## src/rtl/fetch_queue_if.sv

```systemverilog
// Fetch/decode boundary bundle for fetch_queue.
// The master modport is the queue; the slave modport is the environment
// (execute-stage redirect, decode stall, instruction memory).
// Handshake: a word moves from fetch into the queue whenever ImemReqF is 1,
// and leaves the queue whenever ValidD && !StallD.
interface fetch_queue_if #(
   parameter int XLEN  = 32,
   parameter int DEPTH = 4
);
   logic                       PCSrcE;
   logic [XLEN-1:0]            PCTargetE;
   logic                       StallD;
   logic [XLEN-1:0]            ImemAddrF;
   logic                       ImemReqF;
   logic [XLEN-1:0]            ImemRdataF;
   logic [XLEN-1:0]            InstrD;
   logic [XLEN-1:0]            PCD;
   logic [XLEN-1:0]            PCPlus4D;
   logic                       ValidD;
   logic [$clog2(DEPTH):0]     CountQ;

   modport master (
      input  PCSrcE, PCTargetE, StallD, ImemRdataF,
      output ImemAddrF, ImemReqF, InstrD, PCD, PCPlus4D, ValidD, CountQ
   );

   modport slave (
      output PCSrcE, PCTargetE, StallD, ImemRdataF,
      input  ImemAddrF, ImemReqF, InstrD, PCD, PCPlus4D, ValidD, CountQ
   );
endinterface

```

## src/rtl/fetch_queue.sv

```systemverilog
// Instruction fetch queue: PC generator feeding a circular buffer of
// {PC, instruction} entries, presented first-word fall-through to decode.
// A redirect flushes the queue and reloads the PC (word aligned); reset has
// priority over redirect.
// Optional macro FETCHQ_BYPASS_EN: when the queue is empty and decode is
// accepting, the freshly fetched word goes straight to decode in the same
// cycle instead of being written into the queue.
module fetch_queue #(
   parameter int              XLEN     = 32,
   parameter int              DEPTH    = 4,
   parameter logic [XLEN-1:0] RESET_PC = '0
) (
   input  logic clk,
   input  logic reset,
   fetch_queue_if.master bus
);
   localparam int PW = $clog2(DEPTH);
   localparam int CW = PW + 1;
   localparam logic [XLEN-1:0] NOP = XLEN'(32'h0000_0013);

   logic [XLEN-1:0] pc_f;
   logic [PW-1:0]   wr_ptr;
   logic [PW-1:0]   rd_ptr;
   logic [CW-1:0]   count;
   logic [XLEN-1:0] pc_mem    [DEPTH];
   logic [XLEN-1:0] instr_mem [DEPTH];

   logic full;
   logic empty;
   logic req;
   logic bypass;
   logic push;
   logic pop;

   assign full  = (count == CW'(DEPTH));
   assign empty = (count == '0);
   // A pop freeing a slot does not open the queue for a push in the same cycle.
   assign req   = !reset && !full && !bus.PCSrcE;

`ifdef FETCHQ_BYPASS_EN
   assign bypass = req && empty && !bus.StallD;
`else
   assign bypass = 1'b0;
`endif

   assign push = req && !bypass;
   assign pop  = !reset && !empty && !bus.StallD && !bus.PCSrcE;

   // Decode-side view: head entry, bypassed word, or NOP when nothing is valid.
   always_comb begin
      bus.ImemAddrF = pc_f;
      bus.ImemReqF  = req;
      bus.CountQ    = reset ? '0 : count;
      bus.ValidD    = !reset && (!empty || bypass);
      bus.InstrD    = NOP;
      bus.PCD       = '0;
      if (!reset && !empty) begin
         bus.InstrD = instr_mem[rd_ptr];
         bus.PCD    = pc_mem[rd_ptr];
      end else if (bypass) begin
         bus.InstrD = bus.ImemRdataF;
         bus.PCD    = pc_f;
      end
      bus.PCPlus4D = bus.PCD + XLEN'(4);
   end

   // Entry storage: written at the write pointer on every push; no reset needed.
   always_ff @(posedge clk) begin
      if (push) begin
         pc_mem[wr_ptr]    <= pc_f;
         instr_mem[wr_ptr] <= bus.ImemRdataF;
      end
   end

   // Fetch PC, pointers and occupancy: reset, then redirect, then push/pop.
   always_ff @(posedge clk) begin
      if (reset) begin
         pc_f   <= RESET_PC;
         wr_ptr <= '0;
         rd_ptr <= '0;
         count  <= '0;
      end else if (bus.PCSrcE) begin
         pc_f   <= bus.PCTargetE & ~XLEN'(3);
         wr_ptr <= '0;
         rd_ptr <= '0;
         count  <= '0;
      end else begin
         if (push || bypass) pc_f   <= pc_f + XLEN'(4);
         if (push)           wr_ptr <= wr_ptr + PW'(1);
         if (pop)            rd_ptr <= rd_ptr + PW'(1);
         if (push && !pop)
            count <= count + CW'(1);
         else if (pop && !push)
            count <= count - CW'(1);
      end
   end
endmodule
```

## src/flat_wrapper.sv

```systemverilog
// flat-port wrapper written by rule: the top's interface ports become plain ports
module fetch_queue_flat 
#(
   parameter int              XLEN     = 32,
   parameter int              DEPTH    = 4,
   parameter logic [XLEN-1:0] RESET_PC = '0
)
  (clk, reset, bus_PCSrcE, bus_PCTargetE, bus_StallD, bus_ImemRdataF, bus_ImemAddrF, bus_ImemReqF, bus_InstrD, bus_PCD, bus_PCPlus4D, bus_ValidD, bus_CountQ);
  fetch_queue_if #(.XLEN(XLEN), .DEPTH(DEPTH)) bus_i ();
  input  logic clk;
  input  logic reset;
  input wire logic [$bits(bus_i.PCSrcE)-1:0] bus_PCSrcE;
  input wire logic [$bits(bus_i.PCTargetE)-1:0] bus_PCTargetE;
  input wire logic [$bits(bus_i.StallD)-1:0] bus_StallD;
  input wire logic [$bits(bus_i.ImemRdataF)-1:0] bus_ImemRdataF;
  output wire logic [$bits(bus_i.ImemAddrF)-1:0] bus_ImemAddrF;
  output wire logic [$bits(bus_i.ImemReqF)-1:0] bus_ImemReqF;
  output wire logic [$bits(bus_i.InstrD)-1:0] bus_InstrD;
  output wire logic [$bits(bus_i.PCD)-1:0] bus_PCD;
  output wire logic [$bits(bus_i.PCPlus4D)-1:0] bus_PCPlus4D;
  output wire logic [$bits(bus_i.ValidD)-1:0] bus_ValidD;
  output wire logic [$bits(bus_i.CountQ)-1:0] bus_CountQ;
  assign bus_i.PCSrcE = bus_PCSrcE;
  assign bus_i.PCTargetE = bus_PCTargetE;
  assign bus_i.StallD = bus_StallD;
  assign bus_i.ImemRdataF = bus_ImemRdataF;
  assign bus_ImemAddrF = bus_i.ImemAddrF;
  assign bus_ImemReqF = bus_i.ImemReqF;
  assign bus_InstrD = bus_i.InstrD;
  assign bus_PCD = bus_i.PCD;
  assign bus_PCPlus4D = bus_i.PCPlus4D;
  assign bus_ValidD = bus_i.ValidD;
  assign bus_CountQ = bus_i.CountQ;
  fetch_queue #(.XLEN(XLEN), .DEPTH(DEPTH), .RESET_PC(RESET_PC)) u_core (.clk(clk), .reset(reset), .bus(bus_i));
endmodule
```

## config.mk

```make
export PLATFORM = sky130hd
export DESIGN_NAME = fetch_queue_flat
export DESIGN_NICKNAME = d
export VERILOG_FILES = /design/src/rtl/fetch_queue_if.sv /design/src/rtl/fetch_queue.sv /design/src/flat_wrapper.sv
export SDC_FILE = /design/constraint.sdc
export NUM_CORES = 1
export LEC_CHECK = 0
export CAP_MARGIN = 20
export CORE_ASPECT_RATIO = 1.1
export CORE_UTILIZATION = 55
export CTS_CLUSTER_SIZE = 8
export DETAILED_ROUTE_END_ITERATION = 7
export GPL_ROUTABILITY_DRIVEN = 0
export PLACE_DENSITY = 0.93
export SYNTH_ARGS = -nofsm -noshare
export SYNTH_HDL_FRONTEND = slang
export SYNTH_SLANG_ARGS = --single-unit
```

## constraint.sdc

```tcl
create_clock -name clk -period 9.9 [get_ports clk]
set_input_delay 0.99 -clock clk [delete_from_list [all_inputs] [get_ports clk]]
set_output_delay 0.99 -clock clk [all_outputs]
set_load 0.1 [all_outputs]
```

## Word level (Yosys, flattened, before mapping)

Memory sizes are Yosys's and may differ from the RTL's. A register that Yosys moved wholly into a read port is not among the register bits.
Index checks and enable logic that the tools add are counted.

- $add $sub $neg: 6
- Multipliers: 0
- Divide/modulo/power cells: 0
- Order comparisons: 0
- Equality and inequality tests: 1
- Shifts and indexed selects: 0
- Muxes and demuxes: 13
- Bitwise logic cells: 0
- Reductions and logical operators: 18

Operator list:

| operator | count |
|---|---|
| 32-bit two-way mux | 4 |
| 32-bit by 3-bit adder with 32-bit output (second input constant) | 2 |
| 3-bit two-way mux | 3 |
| 2-bit two-way mux | 4 |
| 1-bit logical AND | 7 |
| 1-bit logical NOT | 7 |
| 2-bit by 1-bit adder with 2-bit output (second input constant) | 2 |
| 2-bit nonzero test | 2 |
| 3-bit by 1-bit adder with 3-bit output (second input constant) | 1 |
| 3-bit == test (second input constant) | 1 |
| 3-bit logical NOT | 1 |
| 3-bit by 1-bit subtractor with 3-bit output (second input constant) | 1 |
| 1-bit two-way mux | 2 |
| 2-bit OR reduction | 1 |

- Register bits after elaboration: 39
- Latch bits: 0
- RAM bits: 256
- ROM bits: 0
- Bits of input ports: 68
- Memories: 2

Memories:

| name | words | bits a word | rd ports | clocked after memory_dff | wr ports | RTL line | source |
|---|---|---|---|---|---|---|---|
| u_core.instr_mem | 4 | 32 | 1 | 1 | 1 | fetch_queue.sv:26 | `logic [XLEN-1:0] instr_mem [DEPTH];` |
| u_core.pc_mem | 4 | 32 | 1 | 1 | 1 | fetch_queue.sv:25 | `logic [XLEN-1:0] pc_mem [DEPTH];` |

## Depth between registers and ports, before layout

- Depth in word-level cells: 8
- Mapped depth: 12

## Worst setup path before layout

Ideal clock, no wire load.

- Path kind: in2out
- From: in reset
- To: out bus_PCPlus4D[18]
- Arrival: 6.036 ns
- Data required time: 8.910 ns
- Slack: 2.874 ns
- Stages: 10
- Path buffers: 2
- Cells stage by stage: clkbuf_8 inv_1 nand3_1 inv_1 ha_1 nand4_2 or3_1 buf_6 or3_1 xnor2_1

- Longest elaborated chain between the ends: 4

Ends and longest elaborated chain:

| item | RTL line | source |
|---|---|---|
| from (decl) | flat_wrapper.sv:11 | `input logic reset;` |
| 1-bit logical NOT | fetch_queue.sv:57 | `if (!reset && !empty) begin` |
| 1-bit logical AND | fetch_queue.sv:57 |  |
| 32-bit two-way mux | fetch_queue.sv:57 |  |
| named net bus_PCD[2] | flat_wrapper.sv:19 | `output wire logic [$bits(bus_i.PCD)-1:0] bus_PCD;` |
| 32-bit by 3-bit adder with 32-bit output | fetch_queue.sv:64 | `bus.PCPlus4D = bus.PCD + XLEN'(4);` |
| to (decl) | flat_wrapper.sv:20 | `output wire logic [$bits(bus_i.PCPlus4D)-1:0] bus_PCPlus4D;` |

The timed path passes the listed nets, and every way through them passes these cells.

## Final worst setup path

- From: in reset
- To: out bus_PCPlus4D[20]

- Longest elaborated chain between the ends: 4

Ends and longest elaborated chain:

| item | RTL line |
|---|---|
| 1-bit logical NOT | fetch_queue.sv:57 |
| 1-bit logical AND | fetch_queue.sv:57 |
| 32-bit two-way mux | fetch_queue.sv:57 |
| 32-bit by 3-bit adder with 32-bit output | fetch_queue.sv:64 |

No other way between the ends.

==> results.md <==
| Quantity | This run |
|:---|:---|
| Run status | finished, final reports clean |
| Total GRT Usage | 23.9% |
| Post-synthesis average cell area | 16.0 um2 |
| Later-pin clock latency in the skew report | 0.51 ns |
| Number of routed nets with antenna violations | 0 |
| Total Nets Final | 1043 |
| Half-perimeter wire length after detailed placement | 16.3 mm |
| Total overflow reported by the global router | 0 |
| Leakage component of the power | 5.43 nW |
| Final standard cell utilization of the core | 70.2% |
| Total power density per cell area | 190 nW/um2 |
| Fin area | 15500 um2 |
| Routed vias | 7314 |
| Gate count after technology mapping | 768 |
| Standard-cell rows | 57 |
| Destination of the worst register-to-register timing path | u_core.count[2] |
| CTS resizes | 0 |
| Number of max-cap violations | 0 |
| Wire length of the first global-routing pass | 41.1 mm |
| Layout overhead on the synthesized area | 25.9% |
| Total negative setup slack | 0 ns |
| Yosys top cell area share | 60.6% |
| Transition at the pin with the smallest max-transition slack | 1.06 ns |
| Initial Util | 55.8% |
| Deepest level of the CTS H-tree | 2 |
| Largest vdd supply drop | 106 uV |
| Violation count after the first detailed-routing iteration | 472 |
| Post-detailed-route wirelength per cell | 21.0 um |
| Critical-path maximum fanout | 61 |
| Port Buffers | 192 |
| Setup bufs post-CTS | 0 |
| Sequential cell area fraction in the yosys report | 66.9% |
| WS Path Type | primary input to output port |
| Final count of pins violating max slew | 0 |
| Kind of launch point of the worst setup path | primary input |
| Die width | 145 um |
| WP data arrival | 5.54 ns |
| Endpoint class of the critical path | output port |
| Max clock buf depth | 3 |
| Register area | 8230 um2 |
| Number of antenna repair diodes | 0 |
| Die extent in y | 159 um |
| Logic depth of the worst register-to-register path | 11 |
| Total power after layout | 2.94 mW |
| Number of enable flip-flop cells after synthesis | 248 |
| Worst setup slack after placement | 3.36 ns |
| Maximum frequency from static timing analysis | 153 MHz |
| Minimum period implied by the final worst setup slack | 6.53 ns |
| Initial antenna violation count | 0 |
| Startpoint of the most critical register-to-register path | u_core.count[0] |
| Largest net degree at the start of global routing | 63 |
| Final setup violation count | 0 |
| Area of the multi-input gates | 3680 um2 |
| Post-Synthesis Cell Area | 12300 um2 |
| Die Area | 22900 um2 |
| Destination of the worst hold path | u_core.wr_ptr[1] |
| Post-synth ARST share | 0% |
| Critical Path RT | 8.91 ns |
| Minimum setup slack among reg-to-reg paths | 6.74 ns |
| Vias in the first global route | 7332 |
| Seq cells post-synth | 287 |
| Clock Tree Root | sky130_fd_sc_hd__clkbuf_16 |
| Synth warn | 0 |
| Clk sinks | 287 |
| I/O pins | 201 |
| Leading post-synthesis cells by cell area | sky130_fd_sc_hd__edfxtp_1, sky130_fd_sc_hd__mux4_2, sky130_fd_sc_hd__dfxtp_1, sky130_fd_sc_hd__mux4_1, sky130_fd_sc_hd__and3_1 |
| Worst Hold Depth | 2 |
| Placed inst area | 14400 um2 |
| Drt pass-1 iters | 4 |
| Crit path setup slack, layout | 3.37 ns |
| Predominant post-synthesis flop cell | sky130_fd_sc_hd__edfxtp_1 |
| CTS tree | yes |
| Total wire length after detailed routing | 26.8 mm |
| Cts bufs inserted | 41 |
| RSZ-0062 raised after global routing | no |
| Headroom to the max-slew limit | 29.4% |
| Worst clock skew | 0.0144 ns |
| CTS clk-pin slew, worst paths | 0.05 ns |
| Layout cells sized above 1 | 12.3% |
| Hold_buf cts | 0 |
| Hold Crit Class | register to register |
| Number of unique standard cell types used by synthesis | 54 |
| Final cycle utilization of the critical path | 66.0% |
| Yosys top cell by area | sky130_fd_sc_hd__edfxtp_1 |
| Via density per instance | 5.72 |
| Fillcell total | 1413 |
| Number of DRC violations after detailed routing | 0 |
| Total count of hold-check failures in the final report | 0 |
| Core region area | 22000 um2 |
| Beginning of the worst hold path | u_core.wr_ptr[1] |
critical path: stages:
cell,delay (ns)
sky130_fd_sc_hd__clkdlybuf4s50_1,0.39
sky130_fd_sc_hd__buf_4,0.24
sky130_fd_sc_hd__clkinv_1,0.09
sky130_fd_sc_hd__buf_4,0.46
sky130_fd_sc_hd__nand3_1,0.32
sky130_fd_sc_hd__inv_1,0.15
sky130_fd_sc_hd__ha_1,0.23
sky130_fd_sc_hd__nand4_2,0.13
sky130_fd_sc_hd__or3_1,0.61
sky130_fd_sc_hd__or4_4,0.58
sky130_fd_sc_hd__xnor2_2,0.13
sky130_fd_sc_hd__clkdlybuf4s50_1,1.18
metrics by stage:
stage               hold slack [ns]  std cells
global route                  0.536       1278
CTS                           0.499       1278
floorplan                     0.465        773
finish                        0.492       1278
global placement              0.479       1219
detailed placement            0.492       1219
how the worst max path moves through the flow:
stage | slack [ns] | endpoint | from | depth (start not counted)
after floorplan | 2.87 | bus_PCPlus4D[18] | reset | 10
after global placement | 3.44 | bus_PCPlus4D[20] | reset | 12
after detailed placement | 3.36 | bus_PCPlus4D[20] | reset | 12
after CTS | 3.35 | bus_PCPlus4D[20] | reset | 12
after global routing | 3.21 | bus_PCPlus4D[20] | reset | 12
final | 3.37 | bus_PCPlus4D[20] | reset | 12
area by class of cell:
type | count | share of cell area (%)
clock buffer | 57 | 7.02
clock inverter | 2 | 0.113
inverter | 26 | 0.631
multi-input combinational | 409 | 23.8
sequential | 287 | 53.2
tap | 295 | 2.39
timing repair buffer | 202 | 12.9
layout by cell type (no fill, tap or decap), types with 4 or more instances in the layout:
cell / count
sky130_fd_sc_hd__xnor2_1: 28
sky130_fd_sc_hd__clkbuf_1: 16
sky130_fd_sc_hd__nor4_1: 7
sky130_fd_sc_hd__inv_1: 24
sky130_fd_sc_hd__and3_1: 55
sky130_fd_sc_hd__nand3_1: 12
sky130_fd_sc_hd__o21ai_0: 8
sky130_fd_sc_hd__ha_1: 7
sky130_fd_sc_hd__and2_1: 9
sky130_fd_sc_hd__or3_1: 5
sky130_fd_sc_hd__edfxtp_1: 248
sky130_fd_sc_hd__buf_4: 10
sky130_fd_sc_hd__clkdlybuf4s50_1: 191
sky130_fd_sc_hd__and2_2: 4
sky130_fd_sc_hd__clkbuf_16: 41
sky130_fd_sc_hd__nor2_1: 42
sky130_fd_sc_hd__dfxtp_1: 37
sky130_fd_sc_hd__mux4_1: 15
sky130_fd_sc_hd__mux4_2: 47
sky130_fd_sc_hd__conb_1: 6
sky130_fd_sc_hd__nand4_1: 11
sky130_fd_sc_hd__a21oi_1: 16
sky130_fd_sc_hd__o21a_1: 8
sky130_fd_sc_hd__nor3_1: 10
sky130_fd_sc_hd__mux2i_1: 7
sky130_fd_sc_hd__xor2_1: 30
sky130_fd_sc_hd__nand2_1: 46
synthesized netlist by cell type, types with 2 or more instances:
library cell and n:
sky130_fd_sc_hd__mux4_1 15, sky130_fd_sc_hd__nor3b_1 3, sky130_fd_sc_hd__xnor2_1 28, sky130_fd_sc_hd__nand2b_1 3
sky130_fd_sc_hd__nand4_2 2, sky130_fd_sc_hd__mux2i_1 7, sky130_fd_sc_hd__o21a_1 8, sky130_fd_sc_hd__nor2_1 42
sky130_fd_sc_hd__buf_2 7, sky130_fd_sc_hd__edfxtp_1 248, sky130_fd_sc_hd__buf_6 4, sky130_fd_sc_hd__buf_8 2
sky130_fd_sc_hd__o21ai_0 8, sky130_fd_sc_hd__a21oi_1 16, sky130_fd_sc_hd__nand2_1 46, sky130_fd_sc_hd__nand3_1 12
sky130_fd_sc_hd__and3_1 55, sky130_fd_sc_hd__mux4_2 47, sky130_fd_sc_hd__or3_1 6, sky130_fd_sc_hd__buf_4 7
sky130_fd_sc_hd__nor2b_1 3, sky130_fd_sc_hd__nand4_1 11, sky130_fd_sc_hd__nor3_1 10, sky130_fd_sc_hd__clkbuf_1 27
sky130_fd_sc_hd__ha_1 7, sky130_fd_sc_hd__clkbuf_8 3, sky130_fd_sc_hd__nor4_1 7, sky130_fd_sc_hd__inv_1 25
sky130_fd_sc_hd__dfxtp_1 39, sky130_fd_sc_hd__and2_1 13, sky130_fd_sc_hd__and4_1 3, sky130_fd_sc_hd__and4b_1 2
sky130_fd_sc_hd__nand3b_1 2, sky130_fd_sc_hd__xor2_1 30
flip-flops by register name, indices dropped and copies added, names as in the netlist, named ones only:
register,flops
u_core.bus.ImemAddrF,30
u_core.rd_ptr,2
u_core.instr_mem,128
u_core.count,3
u_core.wr_ptr,2
u_core.pc_mem,120
report_power, final:
part           total, mW  switching (mW)  internal (mW)  leakage (nW)
registers           1.38          0.0255           1.35          2.61
logic              0.351           0.255         0.0961          2.29
clock network       1.21           0.461          0.750         0.533
total               2.94           0.742           2.20          5.43
metal layers:
metal	global-route usage [%]	up-vias	routed length, um
li1	-	3313	-
met1	32.5	3657	11400
met2	38.5	284	13100
met3	4.73	60	1590
met4	8.47	0	748
met5	0	-	0
cell families after synthesis:
group,count (synthesis),share of synthesized area [%]
AOI/OAI and AO/OA,36,1.74
DFF,287,66.9
buffers and inverters,77,3.32
adders and majority gates,8,0.875
xor gates and xnor gates,59,4.27
other,1,0.0305
muxes,69,12.4
and+or+nand+nor,231,10.4
Power figures use the tool's default switching activity.
